[config.mk]
export PLATFORM = sky130hd
export DESIGN_NAME = inst_buffer
export DESIGN_NICKNAME = d
export VERILOG_FILES = /design/src/rtl/inst_buffer.sv
export SDC_FILE = /design/constraint.sdc
export NUM_CORES = 2
export LEC_CHECK = 0
export CAP_MARGIN = 30
export CORE_MARGIN = 2
export CORE_UTILIZATION = 53
export DETAILED_ROUTE_END_ITERATION = 12
export PLACE_DENSITY_LB_ADDON = 0.1
export SKIP_LAST_GASP = 1
export SLEW_MARGIN = 20
export SYNTH_ARGS = -nofsm -noshare
export SYNTH_HDL_FRONTEND = slang
export SYNTH_SLANG_ARGS = --single-unit
export TNS_END_PERCENT = 10
[constraint.sdc]
create_clock -name clk -period 22.2 [get_ports clk]
set_clock_uncertainty 0.05 [all_clocks]
set_input_delay 2.22 -clock clk [delete_from_list [all_inputs] [get_ports clk]]
set_output_delay 2.22 -clock clk [all_outputs]
set_load 0.1 [all_outputs]
[src/rtl/inst_buffer.sv]
// Circular fetch-to-decode queue: up to two pushes and two pops per cycle, one-cycle push-to-output latency.
// Backpressure: buffer_full (count >= DEPTH-1) makes fetch hold; decode_busy freezes the head.
module inst_buffer #(
    parameter int DEPTH = 16,
    parameter int EXC_W = 5
) (
    input  logic             clk,
    input  logic             resetn,
    input  logic             flush,
    input  logic             fetch_valid0,
    input  logic             fetch_valid1,
    input  logic [31:0]      fetch_PC0,
    input  logic [31:0]      fetch_PC1,
    input  logic [31:0]      fetch_inst0,
    input  logic [31:0]      fetch_inst1,
    input  logic             fetch_predict0,
    input  logic             fetch_predict1,
    input  logic [31:0]      fetch_predict_target0,
    input  logic [31:0]      fetch_predict_target1,
    input  logic [EXC_W-1:0] fetch_excode0,
    input  logic [EXC_W-1:0] fetch_excode1,
    input  logic [63:0]      fetch_RAS,
    output logic             buffer_full,
    output logic             buffer_valid0,
    output logic             buffer_valid1,
    output logic [31:0]      buffer_PC0,
    output logic [31:0]      buffer_PC1,
    output logic [31:0]      buffer_inst0,
    output logic [31:0]      buffer_inst1,
    output logic             buffer_predict0,
    output logic             buffer_predict1,
    output logic [31:0]      buffer_predict_target0,
    output logic [31:0]      buffer_predict_target1,
    output logic [EXC_W-1:0] buffer_excode0,
    output logic [EXC_W-1:0] buffer_excode1,
    output logic [63:0]      buffer_RAS,
    input  logic             decode_busy
);
    localparam int AW = $clog2(DEPTH);

    typedef struct packed {
        logic [31:0]      pc;
        logic [31:0]      inst;
        logic             predict;
        logic [31:0]      target;
        logic [EXC_W-1:0] excode;
        logic [63:0]      ras;
    } entry_t;

    entry_t        mem [DEPTH];
    logic [AW-1:0] head;
    logic [AW-1:0] tail;
    logic [AW:0]   count;

    entry_t     wr0;
    entry_t     wr1;
    entry_t     rd0;
    entry_t     rd1;
    logic       push_en;
    logic [1:0] push_n;
    logic [1:0] pop_n;

    assign buffer_full   = count >= (AW+1)'(DEPTH - 1);
    assign buffer_valid0 = count != '0;
    assign buffer_valid1 = count >= (AW+1)'(2);

    assign push_en = ~flush & ~buffer_full;
    assign push_n  = push_en ? ({1'b0, fetch_valid0} + {1'b0, fetch_valid1}) : 2'd0;
    assign pop_n   = (~flush & ~decode_busy) ? ({1'b0, buffer_valid0} + {1'b0, buffer_valid1}) : 2'd0;

    assign wr0 = '{pc: fetch_PC0, inst: fetch_inst0, predict: fetch_predict0,
                   target: fetch_predict_target0, excode: fetch_excode0, ras: fetch_RAS};
    assign wr1 = '{pc: fetch_PC1, inst: fetch_inst1, predict: fetch_predict1,
                   target: fetch_predict_target1, excode: fetch_excode1, ras: fetch_RAS};

    always_ff @(posedge clk) begin
        if (!resetn) begin
            head  <= '0;
            tail  <= '0;
            count <= '0;
        end else if (flush) begin
            head  <= '0;
            tail  <= '0;
            count <= '0;
        end else begin
            head  <= head + AW'(pop_n);
            tail  <= tail + AW'(push_n);
            count <= count + (AW+1)'(push_n) - (AW+1)'(pop_n);
        end
    end

    // A lone valid slot (either one) is compacted into tail.
    always_ff @(posedge clk) begin
        if (push_en && (fetch_valid0 || fetch_valid1))
            mem[tail] <= fetch_valid0 ? wr0 : wr1;
        if (push_en && fetch_valid0 && fetch_valid1)
            mem[tail + AW'(1)] <= wr1;
    end

    always_comb begin
        rd0 = buffer_valid0 ? mem[head] : '0;
        rd1 = buffer_valid1 ? mem[head + AW'(1)] : '0;
        buffer_PC0             = rd0.pc;
        buffer_inst0           = rd0.inst;
        buffer_predict0        = rd0.predict;
        buffer_predict_target0 = rd0.target;
        buffer_excode0         = rd0.excode;
        buffer_RAS             = rd0.ras;
        buffer_PC1             = rd1.pc;
        buffer_inst1           = rd1.inst;
        buffer_predict1        = rd1.predict;
        buffer_predict_target1 = rd1.target;
        buffer_excode1         = rd1.excode;
    end
endmodule

==> metrics.csv <==
metric,value,unit
num_vias,85609,
synth_edf_count,2656,
drtIter0Drc,13347,
drt_first_pass_iters,6,
ys.flop_type,edfxtp_1,
whs,582.8,ps
p_clk_share,29.3,%
clk_latency,950,ps
synth_top_cell_area_share,60.41,%
crit_path_end,buffer_RAS[27],
root_buffer,clkbuf_16,
p_switching,5.984,mW
initial_core_util,53.19,%
die_w,503.1,µm
synth.avg_cell_area,14.52,µm²
final_antenna_net_count,0,
netlist_instances,9091,
synth_most_common_cell,edfxtp_1,
multi_input_area,0.04821,mm²
wirelength,413900,µm
startpoint_type,flop,
cp.required,19930,ps
die_area,0.2531,mm²
gp_congestion,0.8249,
port_buffers,544,
area_delta_synth_final,14.17,%
regArea,0.08003,mm²
yosysSeqAreaShare,60.60,%
cts_tree,yes,
syn-cell-area,0.1320,mm²
p_seq_share,35.5,%
grt_pass1_vias,83909,
post_cts_buffers,0,
clock_path_buffers,4,
pre_cts_ws,13080,ps
clkTransAtPathRegs,60,ps
p_int,10.11,mW
yosysUniqueCellTypes,43,
ff2ff_path_depth,10,
setup_tns,0,ps
rsz0062_at_grt,false,
grt.total_usage,32.52,%
die_h,503.1,µm
ff2ff_setup_slack,15510,ps
max_slew.worst_pin.slew,1206,ps
min_period,10050,ps
peakVddDrop,0.0001415,V
setup_viol,0,
synth_top_cells_by_count,"edfxtp_1 (2656), nor2_1 (1641), a21oi_1 (1637)",
cts_buffers,305,
synth_area_leaders,"edfxtp_1 (60%), mux4_2 (18%), a21oi_1 (6.2%)",
r2r_end,mem[4][150],
finalCritPeriodShare,45.29,%
fin_nets,9474,
relSlewSlack,19.62,%
p_sw_share,37.19,%
post-route-drc-count,0,
synth.largest_area_cell,edfxtp_1,
place_hpwl,216400,µm
post_cts_resized,0,
overflow,0,
ys_async_sr_fraction,0,%
max_freq,99.47,MHz
status,finished clean,
leakage,46.62,nW
fin_ws,12150,ps
ys_ff_latch,2669,
htree_levels,5,
cts_sinks,2669,
grt_max_degree,167,
comb_power_share,35.2,%
fillCellCount,18628,
slew_viol_final,0,
p_per_area,106.8,mW/mm²
crit_type,flop to output pin,
maxCapViolCount,0,
ios,545,
placeableCoreArea,0.2482,mm²
yosysWarnings,0,
wl_per_cell,32.50,µm
cp_max_fo,145,
hold_viol_final,0,
antenna_found_initial,56,
std_cell_rows,183,
arrival,7780,ps
grt_pass1_wl,592300,µm
crit_start,head[0],
postSynthNetCount,9387,
r2r_start,count[4],
holdBufCountCts,0,
min_path_type,flop to flop,
drive_gt1_share,19.63,%
via_per_inst,6.721,
worst_setup_path_end_kind,output pin,
-- layout by cell type, fill, tap and decap left out, types with 4 or more instances in the layout --
master              n
buf_16             61
xnor2_1             4
edfxtp_1         2656
and2_1              6
clkinv_2           43
mux4_2           1072
mux2i_1           589
buf_4             179
clkbuf_16         308
bufinv_16          16
o21ai_4            17
nor3b_1             4
diode_2            25
nor2_1           1641
mux2i_2            49
clkinv_1           64
buf_12             39
inv_1              14
fa_1                4
o2111ai_4          16
clkdlybuf4s50_1   529
clkinvlp_4          6
ha_1               17
dfxtp_1            10
clkbuf_1           65
o22ai_1           268
a21oi_1          1637
nand2_1             8
buf_2               9
-- registers in the layout (all words and copies together), names as in the netlist --
name,cells
mem,2656
count,5
tail,4
head,4
-- power by group through the flow --
stage | clock [mW] | combinational (mW) | sequential (mW)
after floorplan | 0 | 3.88 | 5.83
final | 4.72 | 5.66 | 5.71
after global placement | 0 | 5.34 | 5.81
after CTS | 4.76 | 5.63 | 5.71
after detailed placement | 0 | 5.62 | 5.82
after global routing | 4.96 | 5.83 | 5.72
-- metal layers --
layer	part of all wire [%]	track usage, %	vias to the layer above	routed length (µm)
li1	-	-	35667	-
met2	47	50.48	5562	192900
met1	37	45.36	43461	154900
met3	12	7.210	863	49410
met4	3.9	12.27	56	16330
met5	0.079	0	-	326
-- critical path, cell delays in order (launching register included) --
cell	delay, ps
dfxtp_4	890
buf_12	740
buf_4	500
buf_4	740
buf_4	670
buf_12	690
mux4_2	400
mux2i_1	80
o22ai_1	460
clkdlybuf4s50_1	1250
-- how the worst min path moves through the flow --
stage / slack (ps) / depth (start not counted) / end / from
floorplan: 490 / 2 / head[3] / head[3]
global placement: 560 / 2 / head[3] / head[3]
detailed placement: 570 / 2 / head[3] / head[3]
CTS: 580 / 2 / head[3] / head[3]
global route: 640 / 2 / count[0] / count[0]
finish: 580 / 2 / head[3] / head[3]
-- layout make-up --
cell class | instances | area share [%]
Clock inverter | 137 | 0.7213
Inverter | 15 | 0.03735
Antenna cell | 25 | 0.04150
Timing Repair Buffer | 818 | 6.075
Clock buffer | 374 | 5.284
Multi-Input combinational cell | 5369 | 31.99
Tap cell | 3330 | 2.764
Sequential cell | 2669 | 53.09
-- through the flow --
step / std cells / area [µm²] / utilization (%) / total power, mW
after floorplan: 9091 / 132000 / - / 9.710
after global placement: 12115 / 139500 / 56.20 / 11.15
after detailed placement: 12188 / 141300 / 56.93 / 11.44
after CTS: 12699 / 150300 / 60.57 / 16.11
after global routing: 12721 / 150700 / 60.72 / 16.50
final: 12737 / 150700 / 60.73 / 16.09
-- cell families (layout without fill, tap and decap cells) --
family	after synthesis	in the layout	share of synthesized area (%)
buf+inv	1053	1344	3.376
compound gates	1944	1944	7.725
simple gates	1685	1685	4.887
mux	1710	1710	23.12
xor+xnor	8	8	0.05306
fa+ha+maj	22	22	0.2312
other cells	0	25	0
flops	2669	2669	60.60
(Power assumes the default switching activity.)
